[config.mk]
export PLATFORM = sky130hd
export DESIGN_NAME = axi_lite_mem_master_flat
export DESIGN_NICKNAME = d
export VERILOG_FILES = /design/src/rtl/axi_lite_mem_master_if.sv /design/src/rtl/axi_lite_mem_master.sv /design/src/flat_wrapper.sv
export SDC_FILE = /design/constraint.sdc
export NUM_CORES = 1
export LEC_CHECK = 0
export BUFFER_PORTS_ARGS = -buffer_cell sky130_fd_sc_hd__buf_2
export CAP_MARGIN = 25
export CORE_MARGIN = 8
export CORE_UTILIZATION = 47
export CTS_BUF_LIST = sky130_fd_sc_hd__clkbuf_4
export DETAILED_ROUTE_END_ITERATION = 6
export GPL_TIMING_DRIVEN = 0
export PLACE_DENSITY = 0.82
export SLEW_MARGIN = 20
export SYNTH_ARGS = -nofsm -noshare
export SYNTH_HDL_FRONTEND = slang
export SYNTH_SLANG_ARGS = --single-unit
export TNS_END_PERCENT = 10
[constraint.sdc]
create_clock -name aclk -period 2.3 [get_ports aclk]
set_input_delay 0.23 -clock aclk [delete_from_list [all_inputs] [get_ports aclk]]
set_output_delay 0.23 -clock aclk [all_outputs]
set_load 0.02 [all_outputs]
[src/rtl/axi_lite_mem_master_if.sv]
// AXI4-Lite channel bundle shared by the memory master and its slaves.
interface axi_intf #(
   parameter int ADDR_WIDTH = 32,
   parameter int DATA_WIDTH = 32
) (
   input logic aclk
);
   logic [ADDR_WIDTH-1:0]   awaddr;
   logic [2:0]              awprot;
   logic                    awvalid;
   logic                    awready;
   logic [DATA_WIDTH-1:0]   wdata;
   logic [DATA_WIDTH/8-1:0] wstrb;
   logic                    wvalid;
   logic                    wready;
   logic [1:0]              bresp;
   logic                    bvalid;
   logic                    bready;
   logic [ADDR_WIDTH-1:0]   araddr;
   logic [2:0]              arprot;
   logic                    arvalid;
   logic                    arready;
   logic [DATA_WIDTH-1:0]   rdata;
   logic [1:0]              rresp;
   logic                    rvalid;
   logic                    rready;

   modport master (
      input  aclk,
      output awaddr, awprot, awvalid,
      input  awready,
      output wdata, wstrb, wvalid,
      input  wready,
      input  bresp, bvalid,
      output bready,
      output araddr, arprot, arvalid,
      input  arready,
      input  rdata, rresp, rvalid,
      output rready
   );

   modport slave (
      input  aclk,
      input  awaddr, awprot, awvalid,
      output awready,
      input  wdata, wstrb, wvalid,
      output wready,
      output bresp, bvalid,
      input  bready,
      input  araddr, arprot, arvalid,
      output arready,
      output rdata, rresp, rvalid,
      input  rready
   );
endinterface

[src/rtl/axi_lite_mem_master.sv]
// Single-outstanding core load/store to AXI4-Lite bridge.
// One transaction at a time, bounded response wait.
module axi_lite_mem_master #(
   parameter int ADDR_WIDTH     = 32,
   parameter int DATA_WIDTH     = 32,
   parameter int TIMEOUT_CYCLES = 256
) (
   input  logic                    aclk,
   input  logic                    areset,
   input  logic                    req_valid,
   output logic                    req_ready,
   input  logic                    req_we,
   input  logic [ADDR_WIDTH-1:0]   req_addr,
   input  logic [DATA_WIDTH-1:0]   req_wdata,
   input  logic [DATA_WIDTH/8-1:0] req_wstrb,
   output logic                    rsp_valid,
   output logic [DATA_WIDTH-1:0]   rsp_rdata,
   output logic                    rsp_err,
   axi_intf.master                 axi
);
   localparam int SW = DATA_WIDTH / 8;
   localparam int CW = (TIMEOUT_CYCLES > 1) ? $clog2(TIMEOUT_CYCLES) : 1;
   localparam int LAST = (TIMEOUT_CYCLES > 0) ? TIMEOUT_CYCLES - 1 : 0;
   localparam logic [CW-1:0] CLAST = CW'(LAST);

   typedef enum logic [2:0] {
      IDLE, WR_REQ, WR_RESP, RD_REQ, RD_RESP, DONE
   } state_t;

   state_t                state;
   state_t                state_n;
   logic [ADDR_WIDTH-1:0] addr_q;
   logic [DATA_WIDTH-1:0] wdata_q;
   logic [SW-1:0]         wstrb_q;
   logic                  aw_done;
   logic                  w_done;
   logic [CW-1:0]         cnt;
   logic                  expired;

   assign axi.awaddr = addr_q;
   assign axi.araddr = addr_q;
   assign axi.wdata  = wdata_q;
   assign axi.wstrb  = wstrb_q;
   assign axi.awprot = 3'b000;
   assign axi.arprot = 3'b000;

   assign expired = (TIMEOUT_CYCLES != 0) && (cnt == CLAST);

   always_comb begin
      state_n     = state;
      req_ready   = 1'b0;
      rsp_valid   = 1'b0;
      axi.awvalid = 1'b0;
      axi.wvalid  = 1'b0;
      axi.bready  = 1'b0;
      axi.arvalid = 1'b0;
      axi.rready  = 1'b0;
      unique case (state)
         IDLE: begin
            req_ready = 1'b1;
            if (req_valid)
               state_n = req_we ? WR_REQ : RD_REQ;
         end
         WR_REQ: begin
            axi.awvalid = !aw_done;
            axi.wvalid  = !w_done;
            if ((aw_done || axi.awready) &&
                (w_done || axi.wready))
               state_n = WR_RESP;
         end
         WR_RESP: begin
            axi.bready = 1'b1;
            if (axi.bvalid || expired)
               state_n = DONE;
         end
         RD_REQ: begin
            axi.arvalid = 1'b1;
            if (axi.arready)
               state_n = RD_RESP;
         end
         RD_RESP: begin
            axi.rready = 1'b1;
            if (axi.rvalid || expired)
               state_n = DONE;
         end
         DONE: begin
            rsp_valid = 1'b1;
            state_n   = IDLE;
         end
         default: state_n = IDLE;
      endcase
   end

   always_ff @(posedge aclk) begin
      if (areset) begin
         state     <= IDLE;
         addr_q    <= '0;
         wdata_q   <= '0;
         wstrb_q   <= '0;
         aw_done   <= 1'b0;
         w_done    <= 1'b0;
         cnt       <= '0;
         rsp_rdata <= '0;
         rsp_err   <= 1'b0;
      end else begin
         state <= state_n;
         if (state == IDLE && req_valid) begin
            addr_q  <= req_addr;
            wdata_q <= req_wdata;
            wstrb_q <= req_wstrb;
            aw_done <= 1'b0;
            w_done  <= 1'b0;
         end
         if (state == WR_REQ) begin
            if (axi.awvalid && axi.awready)
               aw_done <= 1'b1;
            if (axi.wvalid && axi.wready)
               w_done <= 1'b1;
         end
         // counter runs only while waiting on B or R
         if (state == WR_RESP || state == RD_RESP)
            cnt <= cnt + CW'(1);
         else
            cnt <= '0;
         if (state == WR_RESP) begin
            if (axi.bvalid)
               rsp_err <= (axi.bresp != 2'b00);
            else if (expired)
               rsp_err <= 1'b1;
         end
         if (state == RD_RESP) begin
            if (axi.rvalid) begin
               rsp_rdata <= axi.rdata;
               rsp_err   <= (axi.rresp != 2'b00);
            end else if (expired) begin
               rsp_rdata <= '0;
               rsp_err   <= 1'b1;
            end
         end
      end
   end
endmodule
[src/flat_wrapper.sv]
// flat-port wrapper written by rule: the top's interface ports become plain ports
module axi_lite_mem_master_flat 
#(
   parameter int ADDR_WIDTH     = 32,
   parameter int DATA_WIDTH     = 32,
   parameter int TIMEOUT_CYCLES = 256
)
  (aclk, areset, req_valid, req_ready, req_we, req_addr, req_wdata, req_wstrb, rsp_valid, rsp_rdata, rsp_err, axi_awaddr, axi_awprot, axi_awvalid, axi_awready, axi_wdata, axi_wstrb, axi_wvalid, axi_wready, axi_bresp, axi_bvalid, axi_bready, axi_araddr, axi_arprot, axi_arvalid, axi_arready, axi_rdata, axi_rresp, axi_rvalid, axi_rready);
  axi_intf #(.ADDR_WIDTH(ADDR_WIDTH), .DATA_WIDTH(DATA_WIDTH)) axi_i (.aclk(aclk));
  input  logic aclk;
  input  logic areset;
  input  logic req_valid;
  output logic req_ready;
  input  logic req_we;
  input  logic [ADDR_WIDTH-1:0] req_addr;
  input  logic [DATA_WIDTH-1:0] req_wdata;
  input  logic [DATA_WIDTH/8-1:0] req_wstrb;
  output logic rsp_valid;
  output logic [DATA_WIDTH-1:0] rsp_rdata;
  output logic rsp_err;
  output wire logic [$bits(axi_i.awaddr)-1:0] axi_awaddr;
  output wire logic [$bits(axi_i.awprot)-1:0] axi_awprot;
  output wire logic [$bits(axi_i.awvalid)-1:0] axi_awvalid;
  input wire logic [$bits(axi_i.awready)-1:0] axi_awready;
  output wire logic [$bits(axi_i.wdata)-1:0] axi_wdata;
  output wire logic [$bits(axi_i.wstrb)-1:0] axi_wstrb;
  output wire logic [$bits(axi_i.wvalid)-1:0] axi_wvalid;
  input wire logic [$bits(axi_i.wready)-1:0] axi_wready;
  input wire logic [$bits(axi_i.bresp)-1:0] axi_bresp;
  input wire logic [$bits(axi_i.bvalid)-1:0] axi_bvalid;
  output wire logic [$bits(axi_i.bready)-1:0] axi_bready;
  output wire logic [$bits(axi_i.araddr)-1:0] axi_araddr;
  output wire logic [$bits(axi_i.arprot)-1:0] axi_arprot;
  output wire logic [$bits(axi_i.arvalid)-1:0] axi_arvalid;
  input wire logic [$bits(axi_i.arready)-1:0] axi_arready;
  input wire logic [$bits(axi_i.rdata)-1:0] axi_rdata;
  input wire logic [$bits(axi_i.rresp)-1:0] axi_rresp;
  input wire logic [$bits(axi_i.rvalid)-1:0] axi_rvalid;
  output wire logic [$bits(axi_i.rready)-1:0] axi_rready;
  assign axi_awaddr = axi_i.awaddr;
  assign axi_awprot = axi_i.awprot;
  assign axi_awvalid = axi_i.awvalid;
  assign axi_i.awready = axi_awready;
  assign axi_wdata = axi_i.wdata;
  assign axi_wstrb = axi_i.wstrb;
  assign axi_wvalid = axi_i.wvalid;
  assign axi_i.wready = axi_wready;
  assign axi_i.bresp = axi_bresp;
  assign axi_i.bvalid = axi_bvalid;
  assign axi_bready = axi_i.bready;
  assign axi_araddr = axi_i.araddr;
  assign axi_arprot = axi_i.arprot;
  assign axi_arvalid = axi_i.arvalid;
  assign axi_i.arready = axi_arready;
  assign axi_i.rdata = axi_rdata;
  assign axi_i.rresp = axi_rresp;
  assign axi_i.rvalid = axi_rvalid;
  assign axi_rready = axi_i.rready;
  axi_lite_mem_master #(.ADDR_WIDTH(ADDR_WIDTH), .DATA_WIDTH(DATA_WIDTH), .TIMEOUT_CYCLES(TIMEOUT_CYCLES)) u_core (.aclk(aclk), .areset(areset), .req_valid(req_valid), .req_ready(req_ready), .req_we(req_we), .req_addr(req_addr), .req_wdata(req_wdata), .req_wstrb(req_wstrb), .rsp_valid(rsp_valid), .rsp_rdata(rsp_rdata), .rsp_err(rsp_err), .axi(axi_i));
endmodule
==> results.yml <==
outcome:
  status: "completed"
cells_and_area:
  layout.area.seq_mm2: 0.00228
  multi_input_area_mm2: 0.00169
  finalNonFillerCells: 1018
  num-nets-final: 989
  syn2layout_area_growth_pct: 62.1
  num-fill-cells: 558
  drive_above_1_share_pct: 41.2
  final_core_util_pct: 78.3
logic_synthesis:
  ys_seq_area_share_pct: 51.1
  postSynthCellCount: 498
  synth.ff_latch_count: 114
  mean_instance_size_in_the_synthesized_netlist_um2: 8.96
  synth_cell_types: 45
  yosys_warnings: 0
  synthesis.area_mm2: 0.00446
critical_path:
  critical_path.slowest_cell: "or3b_4"
  path_class: "reg2out"
  critPathMaxStageDelay_ps: 420
  required_ps: 2070
  critical_path.startpoint_type: "flop"
  ff2ff_setup_slack_ps: 700
  cp.buffers_inverters: 2
  cp_cell_sequence: "buf_6 > or3b_4 > nor2_2 > buf_2"
  rr_endpoint: "u_core.rsp_rdata[22]"
  cp_data_arrival_time_ps: 1740
  critical_path_peak_fanout: 10
  timing.critical_path.to_type: "primary output"
  worst_path_dominant_cell_family: "simple AND/OR/NAND/NOR gates"
  reg2reg_depth: 6
  crit-reg2reg-launch: "u_core.cnt[0]"
timing:
  final_setup_violation_count: 0
  timing_worst_slew_pin_value_ps: 701
  fmax_ghz: 0.508
  grt_setup_unrepaired: "false"
  fin_skew_ps: 26.1
  finalCriticalPeriod_ps: 1970
  final-max-slew-violation-count: 0
  max_slew_margin_pct: 53.2
  hold_violations: 0
  timing.final.crit_share_pct: 85.7
  fin_tns_setup_ps: 0
global_routing:
  grt.met1_usage_pct: 25.8
  globalRouteMet2Util_pct: 49.6
  grt.busiest_layer: "met2"
  antenna_found_initial: 1
  gr-total-overflow: 0
  grt_usage_pct: 26.7
  first_global_vias: 5432
  grt_util_met3_pct: 9.93
  grt_start_max_net_pins: 17
  wire_length_of_the_first_global_routing_pass_um: 27500
route:
  route.detailed.drc: 0
  postRouteWirelength_um: 17800
  routedWlPerCell_um: 17.4
  drtPass1Iterations: 4
  detail_route.vias_per_cell: 4.95
  dr_total_vias: 5044
  drt_first_iter_violations: 284
  ant_nets: 0
placed_design:
  dp.cells: 884
  hpwlAfterDp_um: 11100
  portBuffers: 252
  routabilityCongestion: 0.916
clock_network:
  ctsLongestPathBuffers: 2
  clock_sink_count: 114
  cts.root.buffer_cell: "clkbuf_4"
  ctsHtreeMaxLevel: 4
  number_of_clock_buffers_inserted_by_tritoncts: 17
  cts_tree: "done"
  clkLatencyLatePin_ps: 500
  clkSlewWorstSetupHoldPaths_ps: 110
  ctsResizeCount: 0
power_and_ir_drop:
  power_switching_mw: 2.59
  switching_power_as_a_share_of_total_power_pct: 39.0
  p_seq_share_pct: 37.3
  ir_drop_v: 0.000616
  pwr-share-clk_pct: 24.1
  internal_power_mw: 4.06
  comb_power_share_pct: 38.6
  power_density_of_the_placed_cells_mw_per_mm2: 920
  cellLeakagePower_nw: 3.56
worst_hold_path:
  worstHoldStart: "axi_awready"
  worstHoldPathType: "in2reg"
  hold-path-cell-count: 3
  hold_path_end: "u_core.aw_done"
die:
  initial_core_util_pct: 48.3
  fp.dieArea_mm2: 0.0129
  placementRows: 35
  die_width_um: 113
  floorplan.core_area_mm2: 0.00924
  ioPinCount: 259
  die_height_um: 113
flow_run:
  number_of_max_cap_violations: 0
worst register-to-register path: stages (launching register included):
cell,delay [ps]
dfxtp_1,360
ha_1,220
nand3_2,170
o21bai_2,250
a21oi_2,150
buf_6,170
a22o_1,210
cells by family after synthesis:
family                   synth area share [%]
XOR/XNOR                                 1.18
adder cells (fa/ha/maj)                 0.280
other                                  0.0840
flip-flops                               51.1
AND/OR/NAND/NOR                          17.9
AO/OA/AOI/OAI                            18.0
buffers and inverters                    11.4
per-stage QoR:
| stage | power (mW) | hold slack [ps] | worst slack (ps) | cell area (µm²) |
|---|---|---|---|---|
| 6_report | 6.65 | 53.1 | 330 | 7230 |
| 5_1_grt | 6.98 | 35.5 | 228 | 7230 |
| 4_1_cts | 6.60 | 4.64 | 294 | 7230 |
| 3_5_place_dp | 4.87 | 443 | 734 | 5900 |
| 3_3_place_gp | 4.80 | 424 | 792 | 5900 |
| 2_1_floorplan | 4.08 | 363 | 915 | 4480 |
state kept, by name, summed over array words and instances (netlist names):
register / count
u_core.aw_done: 1
u_core.axi.araddr: 32
u_core.axi.wdata: 32
u_core.axi.wstrb: 4
u_core.cnt: 8
u_core.rsp_err: 1
u_core.rsp_rdata: 32
u_core.state: 3
u_core.w_done: 1
synthesized netlist by cell type, drive strengths merged:
| master | n | share of area [%] |
|---|---|---|
| or4b | 1 | 0.22 |
| clkbuf | 13 | 1.1 |
| nor3 | 2 | 0.22 |
| o21bai | 1 | 0.25 |
| o211ai | 2 | 0.34 |
| and3 | 4 | 0.56 |
| o22a | 1 | 0.20 |
| or2 | 1 | 0.14 |
| o22ai | 1 | 0.14 |
| and3b | 2 | 0.39 |
| xor2 | 3 | 0.59 |
| conb | 1 | 0.084 |
| and2 | 1 | 0.14 |
| buf | 57 | 10 |
| a21oi | 71 | 8.9 |
| a31oi | 1 | 0.14 |
| nand4 | 1 | 0.14 |
| nor2 | 17 | 1.9 |
| nand3 | 3 | 0.45 |
| nand2 | 145 | 12 |
| a22o | 32 | 6.3 |
| or3 | 2 | 0.28 |
| a22oi | 3 | 0.50 |
| ha | 1 | 0.28 |
| a211oi | 1 | 0.28 |
| o2111ai | 1 | 0.34 |
| nor3b | 2 | 0.59 |
| inv | 2 | 0.17 |
| nand2b | 2 | 0.28 |
| o21ai | 4 | 0.45 |
| dfxtp | 114 | 51 |
| or3b | 1 | 0.25 |
| xnor2 | 3 | 0.59 |
| o311ai | 1 | 0.20 |
| nor2b | 1 | 0.14 |
worst max path at each step:
| stage | from | to | slack (ps) | cells after the start |
|---|---|---|---|---|
| 2_1_floorplan | u_core.cnt[0] | u_core.rsp_rdata[10] | 920 | 6 |
| 3_3_place_gp | u_core.cnt[0] | u_core.rsp_rdata[7] | 790 | 6 |
| 3_5_place_dp | req_valid | u_core.axi.wstrb[3] | 730 | 6 |
| 4_1_cts | u_core.state[0] | axi_awvalid | 290 | 4 |
| 5_1_grt | u_core.state[0] | axi_awvalid | 230 | 4 |
| 6_report | u_core.state[0] | axi_awvalid | 330 | 4 |
area by class of cell:
| class | instances | area share, % |
|---|---|---|
| Inverter | 2 | 0.104 |
| Tap cell | 129 | 2.23 |
| Buffer | 70 | 6.90 |
| Clock inverter | 14 | 2.47 |
| Antenna cell | 1 | 0.0346 |
| Timing Repair Buffer | 353 | 31.4 |
| Multi-Input combinational cell | 317 | 23.4 |
| Clock buffer | 18 | 1.87 |
| Sequential cell | 114 | 31.6 |
cell usage in the layout (no fill, tap or decap), types with 4 or more instances in the layout:
master,synthesis,final
buf_2,6,258
nand2_1,144,144
dfxtp_1,114,114
dlygate4sd3_1,0,101
a21oi_1,60,60
buf_4,41,41
a22o_1,32,32
clkbuf_4,0,18
clkbuf_1,13,13
a21oi_2,11,11
nor2_1,11,11
buf_6,10,10
conb_1,1,6
nor2_2,5,5
and3_1,4,4
inv_6,0,4
layer usage:
| layer | routed length (µm) | vias to the layer above | share of wire, % |
|---|---|---|---|
| met5 | 0 | - | 0 |
| met4 | 521 | 0 | 2.9 |
| met3 | 1480 | 44 | 8.3 |
| met2 | 9230 | 232 | 52 |
| met1 | 6540 | 2383 | 37 |
| li1 | - | 2385 | - |
what timing repair did:
action,CTS,global route
hold endpoints to repair,101,0
buffers inserted,0,0
hold buffers,101,0
power by group through the flow:
stage | sequential, mW | combinational, mW | clock [mW]
finish | 2.49 | 2.57 | 1.60
global route | 2.51 | 2.76 | 1.71
CTS | 2.47 | 2.50 | 1.63
detailed placement | 2.51 | 2.36 | 0
global placement | 2.49 | 2.31 | 0
floorplan | 2.81 | 1.27 | 0
No activity file was read; power rests on OpenSTA's default activity.
